`src/rtl/string_tape_accumulator_wide_pkg.sv`:
```
// rtl/string_tape_accumulator_wide_pkg.sv - shared tape types, header size and FSM state enum
package string_tape_accumulator_wide_pkg;

  typedef logic [31:0] TapeIndex;
  typedef logic [7:0]  UTF8_Char;
  typedef logic [31:0] buf_offset_t;

  localparam int STRING_HDR_BYTES = 4;

  typedef enum logic [2:0] {
    ST_IDLE,
    ST_BODY,
    ST_FLUSH,
    ST_PATCH,
    ST_ERROR
  } state_e;

endpackage

```
`src/rtl/string_tape_accumulator_wide_lane_byte_packer.sv`:
```
// rtl/string_tape_accumulator_wide_lane_byte_packer.sv - compacts variable-count byte beats into full words
module string_tape_accumulator_wide_lane_byte_packer
  import string_tape_accumulator_wide_pkg::*;
#(
  parameter int LANES = 4
) (
  input  logic                      clk,
  input  logic                      rst,
  input  logic                      init_i,
  input  logic                      push_i,
  input  logic [LANES*8-1:0]        bytes_i,
  input  logic [$clog2(LANES):0]    count_i,
  output logic                      word_full_o,
  output logic [LANES*8-1:0]        word_o,
  output logic [LANES*8-1:0]        res_data_o,
  output logic [$clog2(LANES)-1:0]  res_cnt_o
);

  localparam int W       = LANES * 8;
  localparam int RW      = $clog2(LANES);
  localparam int HDR_RES = STRING_HDR_BYTES % LANES;

  logic [W-1:0]   res_q, res_d, in_masked;
  logic [RW-1:0]  cnt_q, cnt_d;
  logic [RW:0]    total;
  logic [2*W-1:0] merged;

  // Residual bytes above cnt_q are kept zero, so the residual doubles as NUL + padding.
  always_comb begin
    in_masked = '0;
    for (int i = 0; i < LANES; i++) begin
      in_masked[i*8 +: 8] = (i < int'(count_i)) ? bytes_i[i*8 +: 8] : 8'h00;
    end
    merged      = ({{W{1'b0}}, in_masked} << {cnt_q, 3'b000}) | {{W{1'b0}}, res_q};
    total       = {1'b0, cnt_q} + count_i;
    word_full_o = total[RW];
    word_o      = merged[W-1:0];
    res_d       = res_q;
    cnt_d       = cnt_q;
    if (init_i) begin
      res_d = '0;
      cnt_d = RW'(HDR_RES);
    end else if (push_i) begin
      res_d = total[RW] ? merged[2*W-1:W] : merged[W-1:0];
      cnt_d = total[RW-1:0];
    end
  end

  always_ff @(posedge clk or negedge rst) begin
    if (!rst) begin
      res_q <= '0;
      cnt_q <= RW'(HDR_RES);
    end else begin
      res_q <= res_d;
      cnt_q <= cnt_d;
    end
  end

  assign res_data_o = res_q;
  assign res_cnt_o  = cnt_q;

endmodule

```
`src/rtl/string_tape_accumulator_wide.sv`:
```
// rtl/string_tape_accumulator_wide.sv - packs string beats into the tape buffer with a length header
// STRING_TAPE_NUL_TERM_EN appends one NUL byte after every string.
module string_tape_accumulator_wide
  import string_tape_accumulator_wide_pkg::*;
#(
  parameter int LANES      = 4,
  parameter int BUF_ADDR_W = 12
) (
  input  logic                                clk,
  input  logic                                rst,
  input  logic                                in_valid,
  output logic                                in_ready,
  input  logic [LANES*8-1:0]                  in_bytes,
  input  logic [$clog2(LANES+1)-1:0]          in_count,
  input  logic                                in_last,
  output logic                                mem_we,
  output logic [BUF_ADDR_W-$clog2(LANES)-1:0] mem_addr,
  output logic [LANES*8-1:0]                  mem_wdata,
  output logic [LANES-1:0]                    mem_be,
  output logic                                str_done,
  output logic [BUF_ADDR_W-1:0]               str_offset,
  output logic [BUF_ADDR_W:0]                 str_len,
  output logic                                err_overflow
);

  localparam int LB        = $clog2(LANES);
  localparam int WA        = BUF_ADDR_W - LB;
  localparam int CW        = $clog2(LANES + 1);
  localparam int HDR_WORDS = STRING_HDR_BYTES / LANES;
`ifdef STRING_TAPE_NUL_TERM_EN
  localparam bit NUL_EN = 1'b1;
`else
  localparam bit NUL_EN = 1'b0;
`endif

  state_e              state_q, state_d;
  logic [WA:0]         start_q, start_d, cur_q, cur_d;
  logic [BUF_ADDR_W:0] len_q, len_d;
  logic                err_q, err_d;
  logic [CW-1:0]       count_clamped;
  logic                pk_init, pk_push, pk_full;
  logic [LANES*8-1:0]  pk_word, pk_res_data;
  logic [LB-1:0]       pk_res_cnt;

  assign count_clamped = (in_count > CW'(LANES)) ? CW'(LANES) : in_count;

  string_tape_accumulator_wide_lane_byte_packer #(.LANES(LANES)) u_packer (
    .clk         (clk),
    .rst         (rst),
    .init_i      (pk_init),
    .push_i      (pk_push),
    .bytes_i     (in_bytes),
    .count_i     (count_clamped),
    .word_full_o (pk_full),
    .word_o      (pk_word),
    .res_data_o  (pk_res_data),
    .res_cnt_o   (pk_res_cnt)
  );

  // Word pointers carry one extra bit: a set MSB means the buffer end has been reached.
  always_comb begin
    state_d    = state_q;
    start_d    = start_q;
    cur_d      = cur_q;
    len_d      = len_q;
    err_d      = err_q;
    in_ready   = 1'b0;
    mem_we     = 1'b0;
    mem_addr   = '0;
    mem_wdata  = '0;
    mem_be     = '0;
    str_done   = 1'b0;
    str_offset = '0;
    str_len    = '0;
    pk_init    = 1'b0;
    pk_push    = 1'b0;
    case (state_q)
      ST_IDLE, ST_BODY: begin
        in_ready = rst;
        if (in_valid && rst) begin
          if ((state_q == ST_IDLE && start_q[WA]) || (pk_full && cur_q[WA])) begin
            state_d = ST_ERROR;
            err_d   = 1'b1;
          end else begin
            pk_push = 1'b1;
            len_d   = ((state_q == ST_IDLE) ? '0 : len_q) + (BUF_ADDR_W+1)'(count_clamped);
            if (pk_full) begin
              mem_we    = 1'b1;
              mem_addr  = cur_q[WA-1:0];
              mem_wdata = pk_word;
              mem_be    = '1;
              cur_d     = cur_q + (WA+1)'(1);
            end
            state_d = in_last ? ST_FLUSH : ST_BODY;
          end
        end
      end
      ST_FLUSH: begin
        state_d = ST_PATCH;
        if (NUL_EN || pk_res_cnt != '0) begin
          if (cur_q[WA]) begin
            state_d = ST_ERROR;
            err_d   = 1'b1;
          end else begin
            mem_we    = 1'b1;
            mem_addr  = cur_q[WA-1:0];
            mem_wdata = pk_res_data;
            mem_be    = '1;
            cur_d     = cur_q + (WA+1)'(1);
          end
        end
      end
      ST_PATCH: begin
        mem_we          = 1'b1;
        mem_addr        = start_q[WA-1:0];
        mem_wdata[31:0] = 32'(len_q);
        mem_be[3:0]     = 4'hF;
        str_done        = 1'b1;
        str_offset      = {start_q[WA-1:0], {LB{1'b0}}};
        str_len         = len_q;
        start_d         = cur_q;
        cur_d           = cur_q + (WA+1)'(HDR_WORDS);
        pk_init         = 1'b1;
        state_d         = ST_IDLE;
      end
      ST_ERROR: in_ready = rst;
      default:  state_d = ST_IDLE;
    endcase
  end

  always_ff @(posedge clk or negedge rst) begin
    if (!rst) begin
      state_q <= ST_IDLE;
      start_q <= '0;
      cur_q   <= (WA+1)'(HDR_WORDS);
      len_q   <= '0;
      err_q   <= 1'b0;
    end else begin
      state_q <= state_d;
      start_q <= start_d;
      cur_q   <= cur_d;
      len_q   <= len_d;
      err_q   <= err_d;
    end
  end

  assign err_overflow = err_q;

endmodule

```
`config.mk`:
```
export PLATFORM = sky130hd
export DESIGN_NAME = string_tape_accumulator_wide
export DESIGN_NICKNAME = d
export VERILOG_FILES = /design/src/rtl/string_tape_accumulator_wide_pkg.sv /design/src/rtl/string_tape_accumulator_wide_lane_byte_packer.sv /design/src/rtl/string_tape_accumulator_wide.sv
export SDC_FILE = /design/constraint.sdc
export NUM_CORES = 1
export LEC_CHECK = 0
export CORE_MARGIN = 4
export CORE_UTILIZATION = 48
export DETAILED_ROUTE_END_ITERATION = 8
export PLACE_DENSITY = 0.85
export SLEW_MARGIN = 20
export SYNTH_ARGS = -nofsm -noshare
export SYNTH_HDL_FRONTEND = slang
export SYNTH_SLANG_ARGS = --single-unit
```
`constraint.sdc`:
```
create_clock -name clk -period 5.15 [get_ports clk]
set_clock_uncertainty 0.1 [all_clocks]
set_input_delay 1.03 -clock clk [delete_from_list [all_inputs] [get_ports clk]]
set_output_delay 1.03 -clock clk [all_outputs]
set_load 0.03 [all_outputs]
```
# Word level (Yosys, flattened, before mapping)
# Cells that the tools add are included.
# word_totals
regBits	73
inputBits	39
out_inout_bits	75
elab_cells	106
# classes
order_cmp	5
n_bitwise	3
add_sub_neg	3
shifts	1
reduce_logical	16
muxes	59
eq_ne	11
# op_table
cell	n
two-way mux 32 bit	8
one-hot mux 32 bit (3 select lines)	1
OR 64 x 32 -> 64 bit	1
left shift 32 x 5 -> 64 bit	1
two-way mux 11 bit	5
two-way mux 10 bit	5
one-hot mux 11 bit (3 select lines)	1
two-way mux 8 bit	4
one-hot mux 10 bit (3 select lines)	1
two-way mux 13 bit	2
two-way mux 4 bit	5
two-way mux 3 bit	5
two-way mux 1 bit	14
adder 13 x 3 -> 13 bit	1
two-way mux 12 bit	1
!= test 2 bit (second input constant)	6
one-hot mux 4 bit (3 select lines)	1
adder 11 x 1 -> 11 bit (second input constant)	1
AND reduction 5 bit	2
one-hot mux 3 bit (3 select lines)	1
equality test 3 x 2 -> 1 bit (second input constant)	2
< comparator 1 x 3 -> 1 bit (first input constant)	2
< comparator 2 x 3 -> 1 bit (first input constant)	2
two-way mux 2 bit	3
other kinds (18)	23

# Depth between registers and ports, before layout
# logic_depth
word_depth	10
depth_mapped	12
mapped_depth_nobuf	8

# Modules after synthesis
# From an unflattened synthesis, not the netlist that was laid out.
# hier_totals
hier_cells	611
area_unflattened_um2	5216.3
# modules_own_cells
module	seq_area_each_um2	n_inst	cells_each	area_per_inst_um2
string_tape_accumulator_wide	977.2	1	312	2723.9
string_tape_accumulator_wide_lane_byte_packer	850.8	1	299	2492.4

# Least setup slack after synthesis
# No wires, ideal clock.
# synth_path
path_kind	input -> output
from	input in_count[2]
to	output mem_wdata[24]
n_path_buf	4
t_required_ns	4.020
path_slack_ns	0.332
arrival_time_ns	3.688
stages	9
path_cell_list	buf_4 > clkbuf_1 > buf_2 > nand2b_1 > fa_1 > xnor2_2 > nand4_2 > clkbuf_1 > o21ai_0
# synth_via
elab_chain_cells	10
elab_cells_between_ends	19
classes_between	add/sub: 1; order compare: 5; shift: 1; mux: 9; bitwise: 1; reduce/logical: 2
# synth_rtl
element	line_no	rtl
start, declared	string_tape_accumulator_wide.sv:14	input logic [$clog2(LANES+1)-1:0] in_count,
> comparator 3 bit	string_tape_accumulator_wide.sv:45	assign count_clamped = (in_count > CW'(LANES)) ? CW'(LANES) : in_count;
two-way mux 3 bit (*)	string_tape_accumulator_wide.sv:45	
< comparator 1 x 3 -> 1 bit / < comparator 2 x 3 -> 1 bit (equally long branches)	string_tape_accumulator_wide_lane_byte_packer.sv:32	in_masked[i*8 +: 8] = (i < int'(count_i)) ? bytes_i[i*8 +: 8] : 8'h00;
two-way mux 8 bit	string_tape_accumulator_wide_lane_byte_packer.sv:32	
left shift 32 x 5 -> 64 bit	string_tape_accumulator_wide_lane_byte_packer.sv:34	merged = ({{W{1'b0}}, in_masked} << {cnt_q, 3'b000}) | {{W{1'b0}}, res_q};
OR 64 x 32 -> 64 bit	string_tape_accumulator_wide_lane_byte_packer.sv:34	
two-way mux 32 bit	string_tape_accumulator_wide.sv:87	if (pk_full) begin
two-way mux 32 bit (*)	string_tape_accumulator_wide.sv:81	if ((state_q == ST_IDLE && start_q[WA]) || (pk_full && cur_q[WA])) begin
two-way mux 32 bit (*)	string_tape_accumulator_wide.sv:80	if (in_valid && rst) begin
one-hot mux 32 bit (3 select lines) (*)	string_tape_accumulator_wide.sv:77	case (state_q)
end, declared	string_tape_accumulator_wide.sv:18	output logic [LANES*8-1:0] mem_wdata,
# Every way passes the cells marked *; elsewhere a longest branch is shown, timed or not.

# Worst setup path in the final report
# layout_path
from	input in_count[0]
to	output mem_wdata[1]
# The elaborated chain is that of the path after synthesis.

==> results.tsv <==
metric	value	unit
setup_viol	0	
nNetsFinal	714	
status	complete, no violations	
slowest_stage	nor2_1	
drt_wl_total	16.1	mm
cts_tree	yes	
cts_setup_buffers	0	
clock_tree.root_cell	clkbuf_8	
rsz0062_at_grt	false	
total_power	2.09	mW
synth_enable_flop_cells	0	
grt_overflow	0	
n_antenna_cell	0	
ys_types	61	
place_congestion	0.900	
yosys-top-cells-area	dfrtp_1 37%, o21ai_0 5.2%, nand2_1 4.3%	
synth_xor_area_share	3.91	%
synth_most_common_cell	dfrtp_1	
fmax	203	MHz
max_stage_delay	590	ps
synthTopCellsByCount	72 x dfrtp_1, 56 x nand2_1, 51 x o21ai_0, 40 x a21oi_1, 35 x nand3_1	
arrival	3800	ps
worst_slack	220	ps
cp.buffers_inverters	3	
hold_viol	0	
vias_per_cell	6.13	
p_leak	2.81	nW
clk_latency	350	ps
synth_mux_area_share	3.26	%
antenna_found_initial	0	
drt_iter0_drc	428	
grt_max_degree	76	
grt_pass1_wl	25.4	mm
yosysWarningCount	0	
postSynth.asyncResetShare	100	%
synth_top_area_share	37.0	%
synth_area_per_cell	8.48	um2
critPathRequiredTime	4020	ps
vdd_drop_max	0.219	mV
max_slew.worst_pin.slew	980	ps
postRouteAntennaNets	0	
fp.coreArea	9820	um2
wire_per_inst	20.0	um
setup_tns	0	ps
drcViolationCount	0	
preCtsSetupSlack	8.62	ps
io_buffers	111	
cts_inserted_buffers	9	
post-route-util	62.9	%
cp-start-kind	input port	
rows	36	
cts_max_path_buffers	2	
ioPinCount	114	
synthCells	574	
drive_gt1_share	17.2	%
synth_fa_ha_area_share	1.85	%
cts_sinks	73	
grt_pass1_vias	4935	
yosys.area_share.simple	21.6	%
crit_chain	clkdlybuf4s50_1 > nor2b_1 > nand2_1 > fa_1 > xnor2_2 > nand4_2 > nor2_1 > a221oi_1 > inv_1 > buf_4	
h-tree-depth	3	
final_max_slew_viol_count	0	
cpLargestDelayFamily	simple AND/OR/NAND/NOR gates	
maxSlewHeadroom	34.7	%
pwr_density_cell	338	nW/um2
first_pass_iters	5	
worstSetupPathType	in2out	
via_count	4949	
min_period	4930	ps
mappedNetlistArea	4870	um2
synth_top_area_cell	dfrtp_1	
hold-worst-slack	368	ps
ys.flop_type	dfrtp_1	
worstHoldPathType	reg2reg	
synth_compound_area_share	25.5	%
ys_ff_latch	73	
cts.reportedPaths.clkPinSlew	80	ps
globalRouteTotalUtil	27.5	%
fin_crit_sh	95.7	%
endpoint_kind	primary output	
die_height	109	um
synthToLayoutAreaGrowth	27.0	%
cap_violations	0	
synth_top_family_by_area	compound AO/OA/AOI/OAI gates	
ys_seq_area_share	37.6	%
hpwl	11.9	mm
cp_max_fo	8	
die_area	11800	um2
start_util	49.6	%
die_w	109	um
final cells by class:
type / count / area [um2]
multi-input combinational: 436 / 2740
timing repair buffer: 127 / 1160
sequential: 73 / 1830
inverter: 22 / 82.6
clock inverter: 7 / 82.6
clock buffer: 9 / 124
tap: 133 / 166
fill: 856 / 3640
layer usage:
| layer | wire length (um) | GRT usage (%) | up-vias | share of wire (%) |
|---|---|---|---|---|
| met3 | 1280 | 5.57 | 51 | 7.9 |
| met2 | 7830 | 46.3 | 230 | 49 |
| met5 | 0 | 0 | - | 0 |
| met4 | 541 | 9.29 | 0 | 3.4 |
| li1 | - | - | 2252 | - |
| met1 | 6460 | 35.3 | 2416 | 40 |
registers in the layout, indices dropped and copies added (netlist names):
name	flops
cur_q	11
err_overflow	1
len_q	13
start_q	11
state_q	3
u_packer.res_cnt_o	2
u_packer.res_data_o	32
final timing paths:
check | startpoint | endpoint | slack (ps) | cells after the start
max in group asynchronous | rst | u_packer.res_data_o[22] | 3460 | 2
worst max register to register | state_q[1] | len_q[12] | 2400 | 8
worst max-delay path | in_count[0] | mem_wdata[1] | 220 | 10
worst min-delay path | err_overflow | err_overflow | 370 | 1
worst min register to register | err_overflow | err_overflow | 370 | 1
min in group asynchronous | rst | start_q[6] | 880 | 2
power by group:
part           switching [mW]  internal (mW)
clock                   0.249          0.232
sequential              0.109          0.711
combinational           0.490          0.295
through the flow:
stage          cell area (um2)  cells
5_1_grt                   6180    807
2_1_floorplan             4870    575
6_report                  6180    807
4_1_cts                   6180    807
3_5_place_dp              5970    791
3_3_place_gp              5970    791
logic make-up after synthesis:
family / Yosys count
AND/OR/NAND/NOR: 204
other: 1
adder cells (fa/ha/maj): 6
AO/OA/AOI/OAI: 190
buffers and inverters: 66
flip-flops: 73
XOR/XNOR: 20
multiplexers: 14
layout by cell type (no fill, tap or decap), types with 21 or more instances in the layout:
master,instances
a21oi_1,40
and2_1,24
buf_4,59
clkdlybuf4s50_1,63
dfrtp_1,72
inv_1,21
nand2_1,56
nand3_1,35
nor2_1,30
o21ai_0,51
timing repair:
| action | 4_1_cts | 5_1_grt |
|---|---|---|
| gates resized for setup | 1 | 0 |
| setup endpoints to repair | 1 | 0 |
| hold buffers | 0 | 0 |
Note: power is estimated with default switching activity, not from simulation.
